[src/rtl/mem_req_master.sv]
// Initiator for the four-phase REQ/WEN/ACK memory handshake; sequences single/burst commands.
// Optional ACK timeout abort is built when MEM_REQ_MASTER_TIMEOUT_EN is defined.
module mem_req_master #(
  parameter int unsigned AW       = 16,
  parameter int unsigned DW       = 16,
  parameter int unsigned LW       = 8,
  parameter int unsigned ADDR_INC = 2
`ifdef MEM_REQ_MASTER_TIMEOUT_EN
  ,
  parameter int unsigned TIMEOUT  = 255
`endif
) (
  input  logic          CLK,
  input  logic          RST,
  input  logic          CMD_VALID,
  output logic          CMD_READY,
  input  logic          CMD_WEN,
  input  logic [AW-1:0] CMD_ADDR,
  input  logic [DW-1:0] CMD_WDATA,
  input  logic [LW-1:0] CMD_LEN,
  output logic          RSP_VALID,
  output logic [DW-1:0] RSP_DATA,
  output logic          RSP_LAST,
  output logic          DONE,
  output logic          ERR,
  output logic [AW-1:0] ADDR,
  output logic [DW-1:0] DOUT,
  output logic          REQ,
  output logic          WEN,
  input  logic [DW-1:0] DIN,
  input  logic          ACK
);

  typedef enum logic [1:0] {
    S_IDLE    = 2'd0,
    S_ASSERT  = 2'd1,
    S_RELEASE = 2'd2
  } state_t;

  state_t        state_q, state_d;
  logic          req_q, req_d;
  logic          wen_q, wen_d;
  logic [AW-1:0] addr_q, addr_d;
  logic [DW-1:0] dout_q, dout_d;
  logic          rsp_valid_q, rsp_valid_d;
  logic [DW-1:0] rsp_data_q, rsp_data_d;
  logic          rsp_last_q, rsp_last_d;
  logic          done_q, done_d;
  logic [LW-1:0] beat_q, beat_d;

  logic          cmd_accept_c;
  logic          last_beat_c;
  logic          tmo_hit_c;

  assign CMD_READY    = (state_q == S_IDLE);
  assign cmd_accept_c = CMD_VALID && (state_q == S_IDLE);
  assign last_beat_c  = (beat_q == '0);

  // State and datapath registers
  always_ff @(posedge CLK) begin
    if (RST) begin
      state_q     <= S_IDLE;
      req_q       <= 1'b0;
      wen_q       <= 1'b0;
      addr_q      <= '0;
      dout_q      <= '0;
      rsp_valid_q <= 1'b0;
      rsp_data_q  <= '0;
      rsp_last_q  <= 1'b0;
      done_q      <= 1'b0;
      beat_q      <= '0;
    end else begin
      state_q     <= state_d;
      req_q       <= req_d;
      wen_q       <= wen_d;
      addr_q      <= addr_d;
      dout_q      <= dout_d;
      rsp_valid_q <= rsp_valid_d;
      rsp_data_q  <= rsp_data_d;
      rsp_last_q  <= rsp_last_d;
      done_q      <= done_d;
      beat_q      <= beat_d;
    end
  end

  // Next-state logic; ACK progress wins over a coincident timeout
  always_comb begin
    state_d = state_q;
    case (state_q)
      S_IDLE: begin
        if (CMD_VALID) state_d = S_ASSERT;
      end
      S_ASSERT: begin
        if (ACK)            state_d = S_RELEASE;
        else if (tmo_hit_c) state_d = S_IDLE;
      end
      S_RELEASE: begin
        if (!ACK)           state_d = last_beat_c ? S_IDLE : S_ASSERT;
        else if (tmo_hit_c) state_d = S_IDLE;
      end
      default: state_d = S_IDLE;
    endcase
  end

  // Next values of the registered bus, response and completion outputs
  always_comb begin
    req_d       = req_q;
    wen_d       = wen_q;
    addr_d      = addr_q;
    dout_d      = dout_q;
    rsp_valid_d = 1'b0;
    rsp_data_d  = rsp_data_q;
    rsp_last_d  = 1'b0;
    done_d      = 1'b0;
    beat_d      = beat_q;
    case (state_q)
      S_IDLE: begin
        if (CMD_VALID) begin
          addr_d = CMD_ADDR;
          dout_d = CMD_WDATA;
          wen_d  = CMD_WEN;
          beat_d = CMD_LEN;
          req_d  = 1'b1;
        end
      end
      S_ASSERT: begin
        if (ACK) begin
          req_d = 1'b0;
          if (!wen_q) begin
            rsp_data_d  = DIN;
            rsp_valid_d = 1'b1;
            rsp_last_d  = last_beat_c;
          end
        end else if (tmo_hit_c) begin
          req_d  = 1'b0;
          wen_d  = 1'b0;
          done_d = 1'b1;
        end
      end
      S_RELEASE: begin
        if (!ACK) begin
          if (!last_beat_c) begin
            beat_d = beat_q - LW'(1);
            addr_d = addr_q + AW'(ADDR_INC);
            req_d  = 1'b1;
          end else begin
            wen_d  = 1'b0;
            done_d = 1'b1;
          end
        end else if (tmo_hit_c) begin
          wen_d  = 1'b0;
          done_d = 1'b1;
        end
      end
      default: begin
        req_d = 1'b0;
      end
    endcase
  end

`ifdef MEM_REQ_MASTER_TIMEOUT_EN
  localparam int unsigned TW = $clog2(TIMEOUT + 1);

  logic [TW-1:0] tmo_q, tmo_d;
  logic          err_q, err_d;

  // Counter restarts on every state change, so it measures one wait phase
  assign tmo_hit_c = (tmo_q == TW'(TIMEOUT)) &&
                     (((state_q == S_ASSERT) && !ACK) || ((state_q == S_RELEASE) && ACK));

  always_comb begin
    tmo_d = '0;
    if ((state_q != S_IDLE) && (state_d == state_q)) tmo_d = tmo_q + TW'(1);
    err_d = err_q;
    if (cmd_accept_c)   err_d = 1'b0;
    else if (tmo_hit_c) err_d = 1'b1;
  end

  always_ff @(posedge CLK) begin
    if (RST) begin
      tmo_q <= '0;
      err_q <= 1'b0;
    end else begin
      tmo_q <= tmo_d;
      err_q <= err_d;
    end
  end

  assign ERR = err_q;
`else
  assign tmo_hit_c = 1'b0;
  assign ERR       = 1'b0;
`endif

  assign REQ       = req_q;
  assign WEN       = wen_q;
  assign ADDR      = addr_q;
  assign DOUT      = dout_q;
  assign RSP_VALID = rsp_valid_q;
  assign RSP_DATA  = rsp_data_q;
  assign RSP_LAST  = rsp_last_q;
  assign DONE      = done_q;

endmodule

[config.mk]
export PLATFORM = sky130hd
export DESIGN_NAME = mem_req_master
export DESIGN_NICKNAME = d
export VERILOG_FILES = /design/src/rtl/mem_req_master.sv
export SDC_FILE = /design/constraint.sdc
export NUM_CORES = 1
export LEC_CHECK = 0
export CAP_MARGIN = 20
export CORE_MARGIN = 8
export CORE_UTILIZATION = 44
export DETAILED_ROUTE_END_ITERATION = 8
export PLACE_DENSITY = 0.8
export SLEW_MARGIN = 0
export SYNTH_ARGS = -nofsm -noshare
export SYNTH_HDL_FRONTEND = slang
export SYNTH_SLANG_ARGS = --single-unit
[constraint.sdc]
create_clock -name CLK -period 2.6 [get_ports CLK]
set_input_delay 0.26 -clock CLK [delete_from_list [all_inputs] [get_ports CLK]]
set_output_delay 0.26 -clock CLK [all_outputs]
set_load 0.02 [all_outputs]
== Yosys cells after proc, flatten, opt, wreduce, memory -nomap -nowiden ==
Cells that the tools add are included.

* $add $sub $neg: 2
* Eq/ne operators: 7
* Muxes and demuxes: 24
* Bitwise gates (word level): 4
* Reduce and logical (&&, ||, !) cells: 12

{| class="wikitable"
|+ Operators with widths
! cell !! count
|-
| 16-bit two-way mux || 3
|-
| 16-bit one-hot mux with 2 select lines || 1
|-
| 8-bit two-way mux || 3
|-
| 16-bit by 2-bit adder with 16-bit output, second input constant || 1
|-
| 8-bit one-hot mux with 2 select lines || 1
|-
| 4-bit AND reduction || 3
|-
| 1-bit two-way mux || 10
|-
| 2-bit != test, second input constant || 5
|-
| 8-bit logical NOT || 1
|-
| 8-bit by 1-bit subtractor with 8-bit output, second input constant || 1
|-
| 2-bit two-way mux || 3
|-
| 2-bit one-hot mux with 3 select lines || 1
|-
| 3-bit AND reduction || 2
|-
| 3-bit OR reduction || 2
|-
| 1-bit NOT || 4
|-
| 4-bit OR reduction || 1
|-
| 1-bit one-hot mux with 3 select lines || 1
|-
| 2-bit by 1-bit == test with 1-bit output, second input constant || 1
|-
| 2-bit == test, second input constant || 1
|-
| 2-bit logical NOT || 1
|-
| 1-bit one-hot mux with 2 select lines || 1
|-
| 2-bit AND reduction || 1
|-
| 2-bit nonzero test || 1
|}

* Register bits: 63
* Input port bits: 61
* Output and inout port bits: 55
* Logic and storage cells: 59

== Logic depth before layout (Yosys ltp) ==
Gate-level depths: netlist of run 1.

* Depth in word-level cells: 4
* Mapped depth: 8

== Least setup slack after synthesis of run 1 ==
No wires, ideal clock.

* Kind: register to register
* Start point: reg addr_q[1], in the netlist ADDR[1]
* End point: reg addr_q[15], in the netlist ADDR[15]
* Arrival: 2.025 ns
* Data required time: 2.523 ns
* Path slack: 0.498 ns
* Cell stages (with the launch flop): 6
* Buffers on the path: 0
* Period minus slack after synthesis: 2.102 ns
* Cells stage by stage: dfxtp_1 ha_1 nand3_1 or4_4 or4_4 a41oi_2

* Cells in the longest elaborated chain, start to end: 4

{| class="wikitable"
|+ Ends and longest elaborated chain
! item !! RTL line !! RTL
|-
| start, declared || 43 || <nowiki>logic [AW-1:0] addr_q, addr_d;</nowiki>
|-
| start signal, assigned || 76 || <nowiki>addr_q <= addr_d;</nowiki>
|-
| 16-bit by 2-bit adder with 16-bit output || 144 || <nowiki>addr_d = addr_q + AW'(ADDR_INC);</nowiki>
|-
| 16-bit two-way mux || 142 || <nowiki>if (!last_beat_c) begin</nowiki>
|-
| 16-bit two-way mux || 141 || <nowiki>if (!ACK) begin</nowiki>
|-
| 16-bit one-hot mux with 2 select lines || 116 || <nowiki>case (state_q)</nowiki>
|}

No other way between the ends. The select of a mux whose other input is x is not followed.
A chain may end at the register's enable or synchronous reset.

== Worst setup path in the final report of run 1 ==
* Start point: reg addr_q[2], in the netlist ADDR[2]
* End point: reg addr_q[15], in the netlist ADDR[15]

The elaborated chain is that of the path after synthesis.

==> results of run 1 <==
[logic make-up after synthesis]
| kind of cell | synth area share, % |
|---|---|
| flip-flops | 40.9 |
| XOR/XNOR | 0.284 |
| multiplexers | 0.690 |
| AND/OR/NAND/NOR | 23.7 |
| buffers and inverters | 8.20 |
| other | 0.122 |
| adder cells (fa/ha/maj) | 1.22 |
| AO/OA/AOI/OAI | 24.8 |
[cell type report]
cell class / count / area, sq um / area share (%)
sequential: 63 / 1260 / 28.4
clock inverter: 6 / 92.6 / 2.08
clock buffer: 10 / 138 / 3.10
tap: 96 / 120 / 2.70
timing repair buffer: 124 / 1210 / 27.2
multi-input combinational: 277 / 1580 / 35.4
inverter: 13 / 48.8 / 1.10
[state kept, by name, indices dropped and copies added, names as in the netlist]
signal,cells
ADDR,16
RSP_DATA,16
DONE,1
beat_q,8
RSP_VALID,1
RSP_LAST,1
DOUT,16
WEN,1
state_q,2
REQ,1
[worst min path at each step]
stage,from,end,slack (ps)
global route,RST,beat_q[3],340
CTS,RST,WEN,320
finish,RST,WEN,340
global placement,RSP_DATA[9],RSP_DATA[9],440
detailed placement,RSP_DATA[10],RSP_DATA[10],450
floorplan,CMD_WDATA[2],DOUT[2],390
[per-layer routing]
| metal | share of wire [%] | track usage [%] | vias to the layer above |
|---|---|---|---|
| li1 | - | - | 1577 |
| met1 | 41 | 22.1 | 1484 |
| met2 | 50 | 31.9 | 101 |
| met3 | 6.7 | 4.54 | 19 |
| met4 | 2.6 | 10.8 | 0 |
| met5 | 0 | 0 | - |
[metrics by stage]
stage	total power (W)	util (%)
floorplan	0.00145	-
global placement	0.00172	62.1
detailed placement	0.00173	62.1
CTS	0.00272	65.5
global route	0.00282	65.5
finish	0.00270	65.5
[critical path: stages (launching register included)]
cell     delay, ps
dfxtp_1        410
ha_1           220
nand3_1        230
or4_4          500
or4_4          520
a41oi_2        180
[cell usage in the layout (no fill, tap or decap), types with 5 or more instances in the layout]
cell and count:
nor4_1 6, buf_4 10, clkbuf_8 10, clkdlybuf4s50_1 113
o31ai_1 9, nand2_1 83, o21ai_0 7, nand3_1 7
nor3_1 5, dfxtp_1 63, a21oi_1 52, a31oi_1 6
inv_1 12, a211o_1 5, nor2_1 23
[power breakdown]
group | switching (W) | leakage [nW] | total [W] | internal [W]
registers | 0.0000708 | 0.516 | 0.00111 | 0.00104
clock network | 0.000421 | 0.109 | 0.000992 | 0.000570
logic | 0.000310 | 0.972 | 0.000605 | 0.000295
==> impl_summary.txt, run 1 <==
----------------------------------------------------
[Synth]
  Main area contributors after synthesis ... dfxtp_1 (41%), nand2_1 (10%), a21oi_1 (8.4%), clkbuf_8 (3.1%), nor2_1 (2.8%)
  Number of nets in the synthesized netlist ... 448
  Number of flip-flops and latches in the synthesized netlist ... 63
  Ys async rst share ... 0%
  Synth Instances ... 384
  Most frequent cell after synthesis ... nand2_1
  Cell type with the highest aggregate area in the netlist ... dfxtp_1
  Area share of the leading cell type in the synthesized netlist ... 40.9%
  Count of warnings emitted by yosys ... 0
  Post-synth top cells ... nand2_1 (83), dfxtp_1 (63), a21oi_1 (52)
  Leading register cell type out of synthesis ... dfxtp_1
  Mapped cell area ... 3080 sq um
  Post-synth EDFFs ... 0
  Post-synthesis cell type count ... 58
  Post-synthesis sequential area ratio ... 40.9%
  Mean instance size in the synthesized netlist ... 8.03 sq um

[Run]
  Maximum capacitance violations ... 0

[Clock network]
  Clock sinks ... 63
  Number of hold buffers added after CTS ... 0
  TritonCTS clock tree ... built
  Buffers inserted during post-CTS setup optimization ... 0
  Clock latency at the later pin of the worst-skew pair ... 350 ps
  Cell at the root of the clock tree ... clkbuf_8
  Post-cts resize count ... 0
  Clock slew at the register clock pins of the worst setup and hold paths ... 70 ps
  Number of buffers inserted during clock tree synthesis ... 9
  Max clock buf depth ... 2
  CTS H-Tree Depth ... 3

[Floorplan]
  Starting utilization of the core area ... 45.4%
  Width of the chip ... 99.7 um
  Die area ... 9940 sq um
  I/O pin cnt ... 116
  Core area ... 6790 sq um
  Height of the die ... 99.7 um
  Std cell rows ... 30

[Routing]
  Via density ... 5.40
  TritonRoute pass-1 iters ... 4
  Overall routed net length ... 9490 um
  Remaining number of nets flagged by the antenna check after routing ... 0
  Post-detailed-route DRC marker count ... 0
  Post-DR wirelength/cell ... 16.1 um
  Via count ... 3,181
  Violation count after the first detailed-routing iteration ... 246

[Critical path]
  Worst R2R Start ... ADDR[2]
  Arrival time of data at the critical path endpoint ... 2410 ps
  Capture instance of the worst register-to-register path ... ADDR[15]
  WS Path Type ... register to register
  Worst R2R Path Depth ... 5
  Kind of end point of the critical path ... register
  Required time of the critical path ... 2870 ps
  Launching element type of the critical path ... register
  Crit Path Max Fanout ... 8
  Setup crit start ... ADDR[2]
  Worst setup path end ... ADDR[15]
  Setup slack, reg-to-reg ... 460 ps

[Global routing]
  Pin count of the biggest net entering global routing ... 45
  Number of global-route vias before repair ... 3,132
  Number of antenna violations at the first check in global routing ... 0
  Wire length of the first global-routing pass ... 15,500 um
  Global router's overall resource usage ... 19.2%
  Gr ovfl total ... 0

[Final layout]
  Antenna Cells ... 0
  Count of nets after finishing ... 552
  Fillers ... 589
  Layout overhead on the synthesized area ... 44.2%
  Post-route cell area ... 4450 sq um
  Share of cells above drive strength 1 ... 8.52%
  Final non-filler cell total ... 589

[Placed design]
  Dpl cell area ... 4220 sq um
  Number of buffers inserted by port buffering ... 114
  Pre-CTS setup slack ... 506 ps
  Last weighted congestion value of the routability-driven placer ... 0.878
  Number of cells in the design after placement ... 573
  Detailed Place HPWL ... 6780 um

[Timing]
  Worst setup slack after layout ... 458 ps
  Fmax ... 467 MHz
  Number of failing hold endpoints at the final stage ... 0
  Max Transition Viols Final ... 0
  Tcrit/Tclk final ... 82.4%
  TNS Setup ... 0 ps
  Final-layout worst hold slack ... 336 ps
  Max-Slew Margin vs Limit ... 59.3%
  Final setup skew ... 11.5 ps
  Clock period minus worst slack ... 2140 ps
  Final setup violating endpoints ... 0
  Unrepaired setup endpoints after global routing ... false
  Worst Max-Slew Pin Slew ... 609 ps

[Pwr]
  Peak supply drop ... 0.346 mV
  Leakage ... 1.60 nW
  Pwr Density ... 608 nW/um^2

[Status]
  Result of the run ... finished, final reports clean

[Worst hold path]
  WHS Path Cells ... 2
  Type of the most critical hold path ... input pin to register

----------------------------------------------------
Power figures use the tool's default switching activity.
==> run 2, diff against run 1 <==
CORE_UTILIZATION = 40   (was 44)
PLACE_DENSITY = 0.77   (was 0.8)
clock period = 1.9 ns   (was 2.6 ns; I/O delays follow)
==> impl_summary.txt, run 2 (synthesis gave the netlist of run 1 again) <==
----------------------------------------------------
[Routing]
  Post-DR wirelength/cell ... 15.5 um (-4.0%)
  Remaining number of nets flagged by the antenna check after routing ... 0 (unchanged)
  Via count ... 3,309 (+4.0%)
  Post-detailed-route DRC marker count ... 0 (unchanged)
  Overall routed net length ... 9500 um (+0.11%)
  Violation count after the first detailed-routing iteration ... 161 (-35%)
  Via density ... 5.39 (-0.21%)
  TritonRoute pass-1 iters ... 4 (unchanged)

[Placed design]
  Detailed Place HPWL ... 6900 um (+1.8%)
  Last weighted congestion value of the routability-driven placer ... 0.851 (-3.1%)
  Number of buffers inserted by port buffering ... 114 (unchanged)
  Dpl cell area ... 4420 sq um (+4.7%)

[Run]
  Maximum capacitance violations ... 0 (unchanged)

[Final layout]
  Post-route cell area ... 4650 sq um (+4.7%)
  Antenna Cells ... 0 (unchanged)
  Most used cells in the layout excluding fill and tap cells ... clkdlybuf4s50_1 (112), nand2_1 (83), dfxtp_1 (53)
  Fillers ... 702 (+19%)
  Leading cell type in the layout, fill and taps excluded ... clkdlybuf4s50_1
  Count of nets after finishing ... 572 (+3.6%)
  Share of cells above drive strength 1 ... 14.8% (+6.3 points)
  Layout overhead on the synthesized area ... 51.0%

[Clock network]
  Clock latency at the later pin of the worst-skew pair ... 340 ps (about the same)
  Buffers inserted during post-CTS setup optimization ... 0 (unchanged)
  Number of hold buffers added after CTS ... 0 (unchanged)
  Clock slew at the register clock pins of the worst setup and hold paths ... 70 ps (about the same)
  Number of buffers inserted during clock tree synthesis ... 9 (unchanged)
  TritonCTS clock tree ... built
  Cell at the root of the clock tree ... clkbuf_8
  Max clock buf depth ... 2 (unchanged)
  Clock sinks ... 63 (unchanged)
  CTS H-Tree Depth ... 3 (unchanged)

[Timing]
  Max Transition Viols Final ... 0 (unchanged)
  Tcrit/Tclk final ... 97.3% (+15 points)
  Number of failing hold endpoints at the final stage ... 0 (unchanged)
  Unrepaired setup endpoints after global routing ... false
  Final setup skew ... 7.29 ps (-4.23 ps)
  Final setup violating endpoints ... 0 (unchanged)
  Fmax ... 541 MHz (+16%)
  Final-layout worst hold slack ... 268 ps (-68.2 ps)
  Clock period minus worst slack ... 1850 ps (-293 ps)

[Pwr]
  Leakage ... 1.71 nW (+7.3%)
  Final Power ... 0.00369 W (+37%)
  Peak supply drop ... 0.448 mV (+30%)
  Pwr Density ... 793 nW/um^2 (+30%)

[Global routing]
  Wire length of the first global-routing pass ... 16,000 um (+2.7%)
  Pin count of the biggest net entering global routing ... 48 (+6.7%)
  Gr ovfl total ... 0 (unchanged)
  Global router's overall resource usage ... 17.7% (-1.5 points)
  Number of antenna violations at the first check in global routing ... 0 (unchanged)
  Number of global-route vias before repair ... 3,225 (+3.0%)

[Status]
  Result of the run ... finished, final reports clean

[Floorplan]
  Starting utilization of the core area ... 40.5% (-4.9 points)
  Width of the chip ... 104 um (+4.1%)
  Height of the die ... 104 um (+4.1%)
  Std cell rows ... 32 (+6.7%)
  I/O pin cnt ... 116 (unchanged)
  Die area ... 10,800 sq um (+8.4%)
  Core area ... 7610 sq um (+12%)

[Worst hold path]
  Launch point of the worst hold path ... RST
  Type of the most critical hold path ... input pin to register
  WHS Path Cells ... 2 (unchanged)
  Hold endpoint ... ADDR[4]

[Critical path]
  Launching element type of the critical path ... register
  Worst R2R Path Depth ... 5 (unchanged)
  WS Path Type ... register to register
  Kind of end point of the critical path ... register
  Crit Path Max Fanout ... 6 (-2)
  Required time of the critical path ... 2170 ps (-700 ps)
  Worst R2R Start ... ADDR[1]
  Arrival time of data at the critical path endpoint ... 2120 ps (-290 ps)
  Capture instance of the worst register-to-register path ... ADDR[15]
  Setup slack, reg-to-reg ... 50 ps (-410 ps)

----------------------------------------------------
[run 2: cell types whose count changed in the layout (fill, tap and decap cells not counted), moves of 2 or more]
cell | previous run | this run
buf_4 | 10 | 28
dfxtp_1 | 63 | 53
dfxtp_2 | 0 | 8
clkbuf_8 | 10 | 12
clkinvlp_4 | 2 | 0
dfxtp_4 | 0 | 2
[run 2: area by class of cell]
type	instances	area (sq um)	area share [%]
clock buffers	13	190	4.09
flip-flops and latches	63	1280	27.5
clock inverters	2	35.0	0.753
inverters	13	48.8	1.05
well taps	102	128	2.74
repair buffers	144	1380	29.6
multi-input cells	277	1600	34.3
[run 2: worst max path at each step]
stage | to | from
after detailed placement | ADDR[11] | beat_q[0]
after global routing | ADDR[15] | ADDR[1]
final | ADDR[15] | ADDR[1]
after global placement | ADDR[11] | CMD_VALID
after floorplan | ADDR[15] | beat_q[0]
after CTS | ADDR[15] | beat_q[0]
[run 2: through the flow]
step,setup TNS [ps],instances,util (%),setup slack [ps]
after floorplan,0,384,-,2.46
after global placement,-68.5,599,58.1,-30.0
after detailed placement,-452,599,58.1,-85.4
after CTS,0,614,61.0,8.57
after global routing,0,614,61.2,1.21
final,0,614,61.2,50.8
[run 2: power by group]
part | switching (W) | internal (W) | total [W]
clock | 0.000506 | 0.000784 | 0.00129
sequential | 0.0000804 | 0.00142 | 0.00150
combinational | 0.000456 | 0.000443 | 0.000898
[run 2: per-layer routing]
layer / vias up / GRT usage [%] / part of all wire (%)
li1: 1621 / - / -
met1: 1546 / 20.8 / 41
met2: 127 / 27.3 / 46
met3: 15 / 8.12 / 11
met4: 0 / 7.03 / 1.9
met5: - / 0 / 0
[run 2: repair_timing]
| action | in CTS | in global routing |
|---|---|---|
| endpoints found under the hold margin | 0 | 0 |
| endpoints found under the setup margin | 9 | 9 |
| resized for setup | 2 | 4 |
[run 2: worst max-delay path, cell delays in order, from the launching register on]
cell and delay, ps:
dfxtp_4 370, ha_2 220, nand3_4 80, or4_4 420
or4_4 520, a41oi_2 160
==> run 3, diff against run 2 <==
clock period = 1.65 ns   (was 1.9 ns; I/O delays follow)
==> impl_summary.txt, run 3 (synthesis gave the netlist of run 1 again) <==
----------------------------------------------------
[Timing]
  Final setup skew ... 9.55 ps (+2.26 ps)
  Final setup violating endpoints ... 1 (+1)
  Max Transition Viols Final ... 0 (unchanged)
  Worst setup slack after layout ... -52.4 ps (-103 ps)
  Number of failing hold endpoints at the final stage ... 0 (unchanged)
  Fmax ... 587 MHz (+8.6%)
  Clock period minus worst slack ... 1700 ps (-147 ps)
  Unrepaired setup endpoints after global routing ... true
  Tcrit/Tclk final ... 103% (+5.8 points)
  Final-layout worst hold slack ... 182 ps (-85.4 ps)
  TNS Setup ... -52.4 ps (-52.4 ps)

[Floorplan]
  I/O pin cnt ... 116 (unchanged)
  Core area ... 7610 sq um (unchanged)
  Std cell rows ... 32 (unchanged)
  Height of the die ... 104 um (unchanged)
  Die area ... 10,800 sq um (unchanged)
  Starting utilization of the core area ... 40.5% (unchanged)
  Width of the chip ... 104 um (unchanged)

[Pwr]
  Peak supply drop ... 0.602 mV (+34%)
  Final Power ... 0.00418 W (+13%)
  Leakage ... 1.86 nW (+8.8%)
  Pwr Density ... 835 nW/um^2 (+5.3%)

[Worst hold path]
  Type of the most critical hold path ... input pin to register
  WHS Path Cells ... 2 (unchanged)

[Status]
  Violated checks ... setup timing
  Result of the run ... complete, but fails checks

[Placed design]
  Number of buffers inserted by port buffering ... 114 (unchanged)
  Dpl cell area ... 4620 sq um (+4.6%)
  Last weighted congestion value of the routability-driven placer ... 0.910 (+6.9%)
  Detailed Place HPWL ... 7560 um (+9.6%)

[Routing]
  Post-DR wirelength/cell ... 16.7 um (+8.0%)
  Post-detailed-route DRC marker count ... 0 (unchanged)
  Remaining number of nets flagged by the antenna check after routing ... 0 (unchanged)
  Overall routed net length ... 10,800 um (+13%)
  Via density ... 5.46 (+1.4%)
  Violation count after the first detailed-routing iteration ... 233 (+45%)
  Via count ... 3,513 (+6.2%)
  TritonRoute pass-1 iters ... 5 (+1)

[Run]
  Maximum capacitance violations ... 0 (unchanged)

[Clock network]
  CTS H-Tree Depth ... 3 (unchanged)
  Clock slew at the register clock pins of the worst setup and hold paths ... 80 ps (about the same)
  Number of buffers inserted during clock tree synthesis ... 9 (unchanged)
  Clock sinks ... 63 (unchanged)
  Cell at the root of the clock tree ... clkbuf_8
  Clock latency at the later pin of the worst-skew pair ... 350 ps (about the same)
  TritonCTS clock tree ... built
  Max clock buf depth ... 2 (unchanged)
  Number of hold buffers added after CTS ... 0 (unchanged)

[Final layout]
  Most used cells in the layout excluding fill and tap cells ... clkdlybuf4s50_1 (111), nand2_1 (83), buf_4 (54)
  Layout overhead on the synthesized area ... 62.5%
  Count of nets after finishing ... 601 (+5.1%)
  Antenna Cells ... 0 (unchanged)
  Share of cells above drive strength 1 ... 25.3% (+10 points)
  Fin util ... 65.9% (+4.7 points)
  Leading cell type in the layout, fill and taps excluded ... clkdlybuf4s50_1
  Post-route cell area ... 5010 sq um (+7.6%)

[Critical path]
  Arrival time of data at the critical path endpoint ... 1970 ps (-150 ps)
  WS Path Type ... register to register
  Kind of end point of the critical path ... register
  Crit Path Max Fanout ... 4 (-2)
  Launching element type of the critical path ... register
  Worst R2R Path Depth ... 5 (unchanged)
  Required time of the critical path ... 1920 ps (-250 ps)

[Global routing]
  Wire length of the first global-routing pass ... 17,200 um (+7.6%)
  Number of global-route vias before repair ... 3,561 (+10%)
  Global router's overall resource usage ... 19.0% (+1.3 points)
  Gr ovfl total ... 0 (unchanged)
  Pin count of the biggest net entering global routing ... 44 (-8.3%)
  Number of antenna violations at the first check in global routing ... 0 (unchanged)

----------------------------------------------------
## run 3: cell types whose count changed in the layout (fill, tap and decap cells not counted), moves of 3 or more
cell and change:
o31ai_2 +4, o32ai_2 +3, buf_4 +26, dfxtp_1 -6, o32ai_1 -3, nor4_1 -3
dfxtp_4 +5, o31ai_1 -4
## run 3: repair_timing
| item | in CTS | in global routing |
|---|---|---|
| setup buffers | 2 | 3 |
| setup endpoints to repair | 16 | 24 |
| gates resized for setup | 10 | 30 |
| endpoints found under the hold margin | 0 | 0 |
| gates cloned | 1 | 0 |
| pin swaps | 3 | 11 |
## run 3: worst paths after layout
| kind | slack, ps | from | endpoint |
|---|---|---|---|
| worst max register to register | -50 | ADDR[2] | ADDR[15] |
| worst min-delay path | 180 | RST | ADDR[5] |
| worst max-delay path | -50 | ADDR[2] | ADDR[15] |
| worst min register to register | 450 | RSP_DATA[15] | RSP_DATA[15] |
## run 3: cell type report
type | instances | area (sq um)
clock inverter | 5 | 31.3
fill | 632 | 2600
sequential | 63 | 1300
tap | 102 | 128
timing repair buffer | 173 | 1590
clock buffer | 10 | 149
inverter | 13 | 48.8
multi-input combinational | 277 | 1760
## run 3: through the flow
stage	cells	setup slack (ps)
final	643	-52.4
after global routing	643	-111
after CTS	640	-28.4
after detailed placement	622	-169
after global placement	622	-156
after floorplan	384	-113
## run 3: worst max-delay path, cell delays in order (launching register included)
cell and delay [ps]:
dfxtp_4 360, ha_4 150, nand3_4 90, or4_4 460, or4_4 430, a41oi_2 130
## run 3: where the power goes
part           total [W]  switching (W)  internal [W]
sequential       0.00173      0.0000923       0.00164
clock            0.00124       0.000615      0.000622
combinational    0.00122       0.000605      0.000612
total            0.00418        0.00131       0.00287
## run 3: metal layers
metal / wire length (um) / global-route usage (%) / vias up
met5: 0 / 0 / -
met4: 235 / 8.07 / 0
met3: 1220 / 9.48 / 26
met2: 5020 / 29.7 / 179
met1: 4270 / 21.5 / 1629
li1: - / - / 1679
